<file path="src/rtl/nanov_spi_fetch.sv">
// nanoV instruction fetch: SPI READ (0x03) master that streams 32-bit little-endian
// words into a one-word holding register with valid/ready back-pressure.
module nanov_spi_fetch #(
    parameter int unsigned ADDR_BITS = 24
) (
    input  logic                 clk,
    input  logic                 rstn,
    input  logic                 start,
    input  logic [ADDR_BITS-1:0] start_addr,
    input  logic                 stop,
    output logic [31:0]          instr,
    output logic [ADDR_BITS-1:0] instr_addr,
    output logic                 instr_valid,
    input  logic                 instr_ready,
    output logic                 busy,
    output logic                 spi_cs_n,
    output logic                 spi_clk,
    output logic                 spi_mosi,
    input  logic                 spi_miso
);
    localparam int unsigned TX_BITS = 8 + ADDR_BITS;
    localparam int unsigned CNT_W   = $clog2((ADDR_BITS > 32 ? ADDR_BITS : 32) + 1);

    typedef enum logic [2:0] {IDLE, CMD, ADDR, DATA, STALL, GAP} state_t;

    state_t               state_q, state_d;
    logic                 phase_q, phase_d;
    logic [CNT_W-1:0]     cnt_q, cnt_d;
    logic [TX_BITS-1:0]   tx_q, tx_d;
    logic [31:0]          rx_q, rx_d;
    logic [ADDR_BITS-1:0] fetch_q, fetch_d;
    logic [31:0]          instr_d;
    logic [ADDR_BITS-1:0] iaddr_d;
    logic                 valid_d;
    logic [31:0]          rx_shift;
    logic                 hs;

    function automatic logic [31:0] byte_swap(input logic [31:0] w);
        return {w[7:0], w[15:8], w[23:16], w[31:24]};
    endfunction

    assign rx_shift = {rx_q[30:0], spi_miso};
    assign hs       = instr_valid && instr_ready;

    assign busy     = (state_q == CMD) || (state_q == ADDR) || (state_q == DATA) || (state_q == STALL);
    assign spi_cs_n = !busy;
    assign spi_clk  = phase_q && ((state_q == CMD) || (state_q == ADDR) || (state_q == DATA));
    assign spi_mosi = ((state_q == CMD) || (state_q == ADDR)) && tx_q[TX_BITS-1];

    always_comb begin
        state_d = state_q;
        phase_d = phase_q;
        cnt_d   = cnt_q;
        tx_d    = tx_q;
        rx_d    = rx_q;
        fetch_d = fetch_q;
        instr_d = instr;
        iaddr_d = instr_addr;
        valid_d = instr_valid;
        if (hs) valid_d = 1'b0;

        if (start) begin
            // A restart from an open transaction first parks CS high for two cycles (GAP).
            tx_d    = {8'h03, start_addr & ~ADDR_BITS'(3)};
            fetch_d = start_addr & ~ADDR_BITS'(3);
            phase_d = 1'b0;
            cnt_d   = '0;
            rx_d    = '0;
            valid_d = 1'b0;
            state_d = (state_q == IDLE) ? CMD : GAP;
        end else if (stop) begin
            state_d = IDLE;
            phase_d = 1'b0;
            cnt_d   = '0;
            rx_d    = '0;
            valid_d = 1'b0;
        end else begin
            case (state_q)
                GAP: begin
                    if (cnt_q == CNT_W'(1)) begin
                        state_d = CMD;
                        cnt_d   = '0;
                    end else begin
                        cnt_d = cnt_q + CNT_W'(1);
                    end
                end
                CMD, ADDR, DATA: begin
                    phase_d = !phase_q;
                    if (phase_q) begin
                        cnt_d = cnt_q + CNT_W'(1);
                        if (state_q == DATA) rx_d = rx_shift;
                        else                 tx_d = tx_q << 1;
                        if (state_q == CMD && cnt_q == CNT_W'(7)) begin
                            state_d = ADDR;
                            cnt_d   = '0;
                        end else if (state_q == ADDR && cnt_q == CNT_W'(ADDR_BITS - 1)) begin
                            state_d = DATA;
                            cnt_d   = '0;
                        end else if (state_q == DATA && cnt_q == CNT_W'(31)) begin
                            cnt_d = '0;
                            if (!instr_valid || hs) begin
                                instr_d = byte_swap(rx_shift);
                                iaddr_d = fetch_q;
                                fetch_d = fetch_q + ADDR_BITS'(4);
                                valid_d = 1'b1;
                            end else begin
                                state_d = STALL;
                            end
                        end
                    end
                end
                STALL: begin
                    // Completed word waits in rx_q until the holding register is taken.
                    if (hs) begin
                        instr_d = byte_swap(rx_q);
                        iaddr_d = fetch_q;
                        fetch_d = fetch_q + ADDR_BITS'(4);
                        valid_d = 1'b1;
                        state_d = DATA;
                    end
                end
                default: ;
            endcase
        end
    end

    always_ff @(posedge clk) begin
        if (!rstn) begin
            state_q     <= IDLE;
            phase_q     <= 1'b0;
            cnt_q       <= '0;
            tx_q        <= '0;
            rx_q        <= '0;
            fetch_q     <= '0;
            instr       <= '0;
            instr_addr  <= '0;
            instr_valid <= 1'b0;
        end else begin
            state_q     <= state_d;
            phase_q     <= phase_d;
            cnt_q       <= cnt_d;
            tx_q        <= tx_d;
            rx_q        <= rx_d;
            fetch_q     <= fetch_d;
            instr       <= instr_d;
            instr_addr  <= iaddr_d;
            instr_valid <= valid_d;
        end
    end
endmodule

</file>
<file path="config.mk">
export PLATFORM = sky130hd
export DESIGN_NAME = nanov_spi_fetch
export DESIGN_NICKNAME = d
export VERILOG_FILES = /design/src/rtl/nanov_spi_fetch.sv
export SDC_FILE = /design/constraint.sdc
export NUM_CORES = 1
export LEC_CHECK = 0
export BUFFER_PORTS_ARGS = -buffer_cell sky130_fd_sc_hd__buf_2
export CAP_MARGIN = 20
export CORE_MARGIN = 2
export CORE_UTILIZATION = 52
export CTS_CLUSTER_SIZE = 20
export DETAILED_ROUTE_END_ITERATION = 10
export PLACE_DENSITY_LB_ADDON = 0.08
export SETUP_SLACK_MARGIN = 0.5
export SYNTH_ARGS = -nofsm -noshare
export SYNTH_HDL_FRONTEND = slang
export SYNTH_SLANG_ARGS = --single-unit
</file>
<file path="constraint.sdc">
create_clock -name clk -period 1.8 [get_ports clk]
set_input_delay 0.18 -clock clk [delete_from_list [all_inputs] [get_ports clk]]
set_output_delay 0.18 -clock clk [all_outputs]
set_load 0.03 [all_outputs]
</file>
; Word level (Yosys, flattened, before mapping)
; Index checks and enable logic that the tools add are counted.
[totals]
register_bits = 153
latch_bits = 0
ram_bits = 0
rom_bits = 0
out_inout_bits = 61
word_cells = 129
memories = 0
[op_classes]
add_sub_neg = 2
multipliers = 0
n_div = 0
magnitude_cmp = 0
n_eq_ne = 28
shifts = 0
mux = 53
bitwise_logic = 4
n_reduce_logical = 31
[op_table]
columns = op, n
row1 = 24-bit 2-to-1 mux, 14
row2 = 32-bit 2-to-1 mux, 6
row3 = 26-bit 2-to-1 mux, 5
row4 = 24-bit case mux with 2 select lines, 2
row5 = 32-bit case mux with 2 select lines, 1
row6 = 3-bit 2-to-1 mux, 10
row7 = 6-bit 2-to-1 mux, 5
row8 = "24-bit by 3-bit adder with 24-bit output, second input constant", 1
row9 = "3-bit inequality test, second input constant", 6
row10 = "2-bit inequality test, second input constant", 8
row11 = 8-bit AND reduction, 2
row12 = "6-bit by 5-bit == test with 1-bit output, second input constant", 2
row13 = "4-bit inequality test, second input constant", 3
row14 = "6-bit inequality test, second input constant", 2
row15 = 6-bit case mux with 2 select lines, 1
row16 = 3-bit case mux with 3 select lines, 1
row17 = 9-bit AND reduction, 1
row18 = 4-bit AND reduction, 2
row19 = 2-bit nonzero test, 4
row20 = 1-bit 2-to-1 mux, 7
row21 = "6-bit by 1-bit adder with 6-bit output, second input constant", 1
row22 = "3-bit by 2-bit == test with 1-bit output, second input constant", 2
row23 = "3-bit == test, second input constant", 2
row24 = "6-bit by 1-bit == test with 1-bit output, second input constant", 1
row25 = 15 further kinds, 29

; Longest topological paths before layout
[logic_depth]
depth_word = 10
ltp_mapped = 8
ltp_nobuf = 6

; Worst setup path after synthesis
; No wires, ideal clock.
[synth_timing]
kind = reg2reg
start = register cnt_q[0]
end = register fetch_q[6]
t_arrival_ps = 1890
t_required_ps = 1726
setup_slack_ps = -164
stages_incl_launch_ff = 8
n_path_buf = 1
period_less_slack_ps = 1964
cell_sequence = dfxtp_1 ha_1 and4bb_4 nand4_4 o21a_4 buf_6 or4_1 a31oi_1
[synth_between]
elab_chain_cells = 4
word_cells_on_any_way = 10
classes_between = eq/ne (6) / reduce/logical (4)
[synth_lines]
columns = item, line
row1 = start: declaration, 28  ; logic [CNT_W-1:0] cnt_q, cnt_d;
row2 = start signal: assignment, 141  ; cnt_q <= cnt_d;
row3 = "6-bit by 5-bit == test with 1-bit output, or another cell as far along", 99  ; end else if (state_q == DATA && cnt_q == CNT_W'(31)) begin
row4 = 1-bit logical AND (on tied branches), "99, 93, 96"
row5 = 3-bit inequality test (no source line), --
row6 = 8-bit AND reduction (no source line) *, --
row7 = end signal: assignment, 144  ; fetch_q <= fetch_d;
row8 = end: declaration, 31  ; logic [ADDR_BITS-1:0] fetch_q, fetch_d;
; Mark *: on every way between the ends. The rest lies on a longest branch, timed or not.
; A chain may end at the register's enable or synchronous reset.

; Final worst setup path
[layout_timing]
start = register cnt_q[1]
end = register instr[16]
[layout_between]
elab_chain_cells = 4
word_cells_on_any_way = 10
classes_between = eq/ne (6) / reduce/logical (4)
[layout_lines]
columns = item, line
row1 = "6-bit by 5-bit == test with 1-bit output, or another cell as far along", 99
row2 = 1-bit logical AND (on tied branches), "99, 93, 96"
row3 = 2-bit inequality test (no source line), --
row4 = 9-bit AND reduction (no source line) *, --
row5 = end signal: assignment, 145  ; instr <= instr_d;
row6 = end: declaration, 11  ; output logic [31:0] instr,
; Marked as above.

==> results by group <==
Synth
  • Synth top area share: 45.75%
  • Synth area leader: dfxtp_1
  • Main synth FF type: dfxtp_1
  • Netlist Area Pre-Place: 6520 sq um
  • Top cells by count, synth: nand2_1, dfxtp_1, a21oi_1
  • Area contributors post-synth: dfxtp_1, nand2_1, a21oi_1
  • Seq/Total Area, Yosys: 45.75%
  • Flop and latch count out of synthesis: 149
  • Post-synth cell types: 48
  • Post-synth EDFFs: 0
  • Ys async rst share: 0%
  • Most common cell in the netlist: nand2_1
  • Avg Cell Area, Syn: 7.846 sq um
  • Ys Warns: 0
  • Post-Synthesis Cells: 831

CTS
  • Clock latency on the worst-skew pair: 0.43 ns
  • Reg clk slew, reported paths: 0.07 ns
  • H-tree depth: 4
  • Clk buf depth: 2
  • Cts bufs inserted: 17
  • Clock sinks: 149
  • Root Buffer Master: clkbuf_16
  • CTS tree: yes
  • Cts hold-fix bufs: 0

Floorplan
  • DIE HEIGHT: 116.0 microns
  • Die area: 13450 sq um
  • Starting Density: 53.83%
  • Core ar.: 12110 sq um
  • # IOs: 91
  • Row Count: 40
  • Width of the die: 116.0 microns

Timing
  • Endpoints failing setup: 67
  • Final min period: 2.017 ns
  • Unrepaired setup endpoints after global routing: yes
  • Setup ws final: -0.2173 ns
  • Worst-margin pin slew: 0.6568 ns
  • Fin crit share: 112.1%
  • Clock Skew: 0.008223 ns
  • Relative slew slack: 55.75%
  • Setup tns final: -3.361 ns
  • Final hold violation count: 0
  • Worst-case hold slack: 0.02214 ns
  • Final Max Slew Viols: 0
  • FMAX: 495.7 MHz

Min path
  • Hold Path End: rx_q[0]
  • Hold Path Stages: 3
  • Worst hold start: spi_miso
  • Hold/Removal Path Class: in -> reg

Pwr
  • P_int: 6267 uW
  • Sw Share: 24.86%
  • Overall power: 8340 uW
  • Switch Pwr: 2074 uW
  • Comb power frac: 10.2%
  • Pwr dens: 823.9 nW/um^2
  • Seq pwr share: 41.4%
  • Clock power share: 48.3%
  • Max VDD drop: 661.1 uV
  • Static leakage: 0.004149 uW

Setup path
  • FF-to-FF End: instr[16]
  • CP cell instances: ha_4 > and4bb_4 > nand4_4 > o21ai_4 > buf_6 > clkbuf_16 > a21oi_1 > a311oi_1
  • Crit-path max FO: 7
  • Reg2Reg Setup Slack: -0.22 ns
  • Reg2Reg Depth: 8
  • Worst Setup End Kind: register
  • Reg2Reg Launch Point: cnt_q[1]
  • Critical-path cell with the highest stage delay: dfxtp_2
  • Startpoint Class: register
  • Crit path kind: reg -> reg
  • Req. time, crit path: 2.11 ns
  • Crit path launch: cnt_q[1]
  • Crit path arrival time: 2.33 ns
  • CP peak stage delay: 0.35 ns

Placement
  • DP HPWL: 11820 microns
  • Final RePlAce weighted congestion: 0.8833
  • I/O Buffers: 86
  • Placed inst area: 7606 sq um

Drt
  • DR iter-0 viols: 754
  • Antenna Violating Nets Remaining: 0
  • Routed vias: 7264
  • Drt pass-1 iters: 5
  • DR WL/cell: 20.82 microns
  • DR DRC count: 0
  • Number of vias per cell: 6.284
  • DRT Wirelength: 24070 microns

Flow run
  • MaxCap Viol Count: 0

Final layout
  • Synth-to-layout area growth: 55.27%
  • Ant diodes: 0
  • Post-route cell area: 10120 sq um
  • Post-Route Utilization: 83.58%
  • Total Nets Final: 1008
  • Layout cell share with drive strength beyond 1: 45.85%

Run status
  • Status: finished with violations
  • Failing checks: negative setup slack

Global routing
  • Number of global-route vias before repair: 6639
  • Antenna violations before repair: 0
  • First-pass GRT wire length: 33230 microns
  • GRT Util Overall: 31.62%
  • Largest net degree at the start of global routing: 56
  • Overflow after GRT: 0
==> per-stage QoR <==
stage / instances / setup WS [ns]
after global routing: 1156 / -0.2347
final: 1156 / -0.2173
after CTS: 1133 / -0.05960
after floorplan: 832 / -0.005780
after global placement: 1071 / -0.09670
after detailed placement: 1071 / -0.1607
==> metal layers <==
layer	wire length (microns)	global-route usage (%)	up-vias	share of wire (%)
met5	0	0	-	0
met1	9305	38.54	3546	39
li1	-	-	3276	-
met2	11970	53.61	357	50
met4	917	12.62	0	3.8
met3	1879	8.054	85	7.8
==> cell usage in the layout (no fill, tap or decap), drive strengths merged, types with 2 or more instances in the layout <==
cell      synthesis  final
and4              4      4
clkbuf           57     24
nand2           210    210
mux2i             2      2
a211oi            9      9
inv              10     15
nor3             12     12
conb              1      2
xnor2             5      5
buf              18    189
o21a              3      5
nor4              4      4
a21boi            3      3
a21oi            96     96
o31ai             5      5
and3              7      7
dfxtp           149    149
or3               3      6
clkinvlp          0      2
bufinv            0      5
and2              2      2
a311oi           40     40
xor2              3      3
o211ai            2      2
nor2b             6      6
nand3            31     31
nor4b             9      9
a31oi            32     32
ha                3      3
nor2             19     19
or4               6      6
nand4             8      8
nor3b             6      6
o21ai            56     56
==> final cells by class <==
class | instances | area, sq um
multi-input cells | 603 | 4410
flip-flops and latches | 149 | 3000
fillers | 653 | 1988
repair buffers | 194 | 1804
clock buffers | 19 | 442.9
clock inverters | 13 | 217.7
well taps | 168 | 210.2
inverters | 10 | 37.54
==> critical path, delay by kind of cell, from the launching register on <==
kind / cells / cell delay, ns
AOI/OAI and AO/OA: 3 / 0.62
and+or+nand+nor: 2 / 0.42
DFF: 1 / 0.35
buffers and inverters: 2 / 0.34
adders and majority gates: 1 / 0.16
==> what timing repair did <==
item	4_1_cts	5_1_grt
gates resized for setup	138	184
setup endpoints to repair	152	152
pin swaps	83	124
cloned	13	8
buffers inserted	17	15
==> logic make-up after synthesis <==
kind of cell / share of synthesized area, %
other cells: 0.05752
buf+inv: 5.392
xor+xnor: 1.075
flops: 45.75
simple gates: 23.70
compound gates: 23.14
fa+ha+maj: 0.5758
mux: 0.3071
==> power by group through the flow <==
| stage | clock, uW | sequential (uW) | combinational, uW |
|---|---|---|---|
| after floorplan | 0 | 3500 | 375 |
| after global placement | 0 | 3510 | 585 |
| after detailed placement | 0 | 3510 | 596 |
| after CTS | 4010 | 3440 | 753 |
| after global routing | 4170 | 3460 | 903 |
| final | 4030 | 3460 | 854 |
==> flip-flops by register name, summed over array words and instances, names as in the netlist <==
register,cells
tx_q,30
fetch_q,22
rx_q,32
instr,32
instr_valid,1
state_q,3
instr_addr,22
cnt_q,6
phase_q,1
==> how the worst max path moves through the flow <==
stage                  end  slack [ns]
5_1_grt          instr[16]       -0.23
3_3_place_gp   fetch_q[12]        -0.1
6_report         instr[16]       -0.22
4_1_cts         fetch_q[6]       -0.06
2_1_floorplan   fetch_q[5]      -0.006
3_5_place_dp   fetch_q[12]       -0.16
No activity file was read; power rests on OpenSTA's default activity.
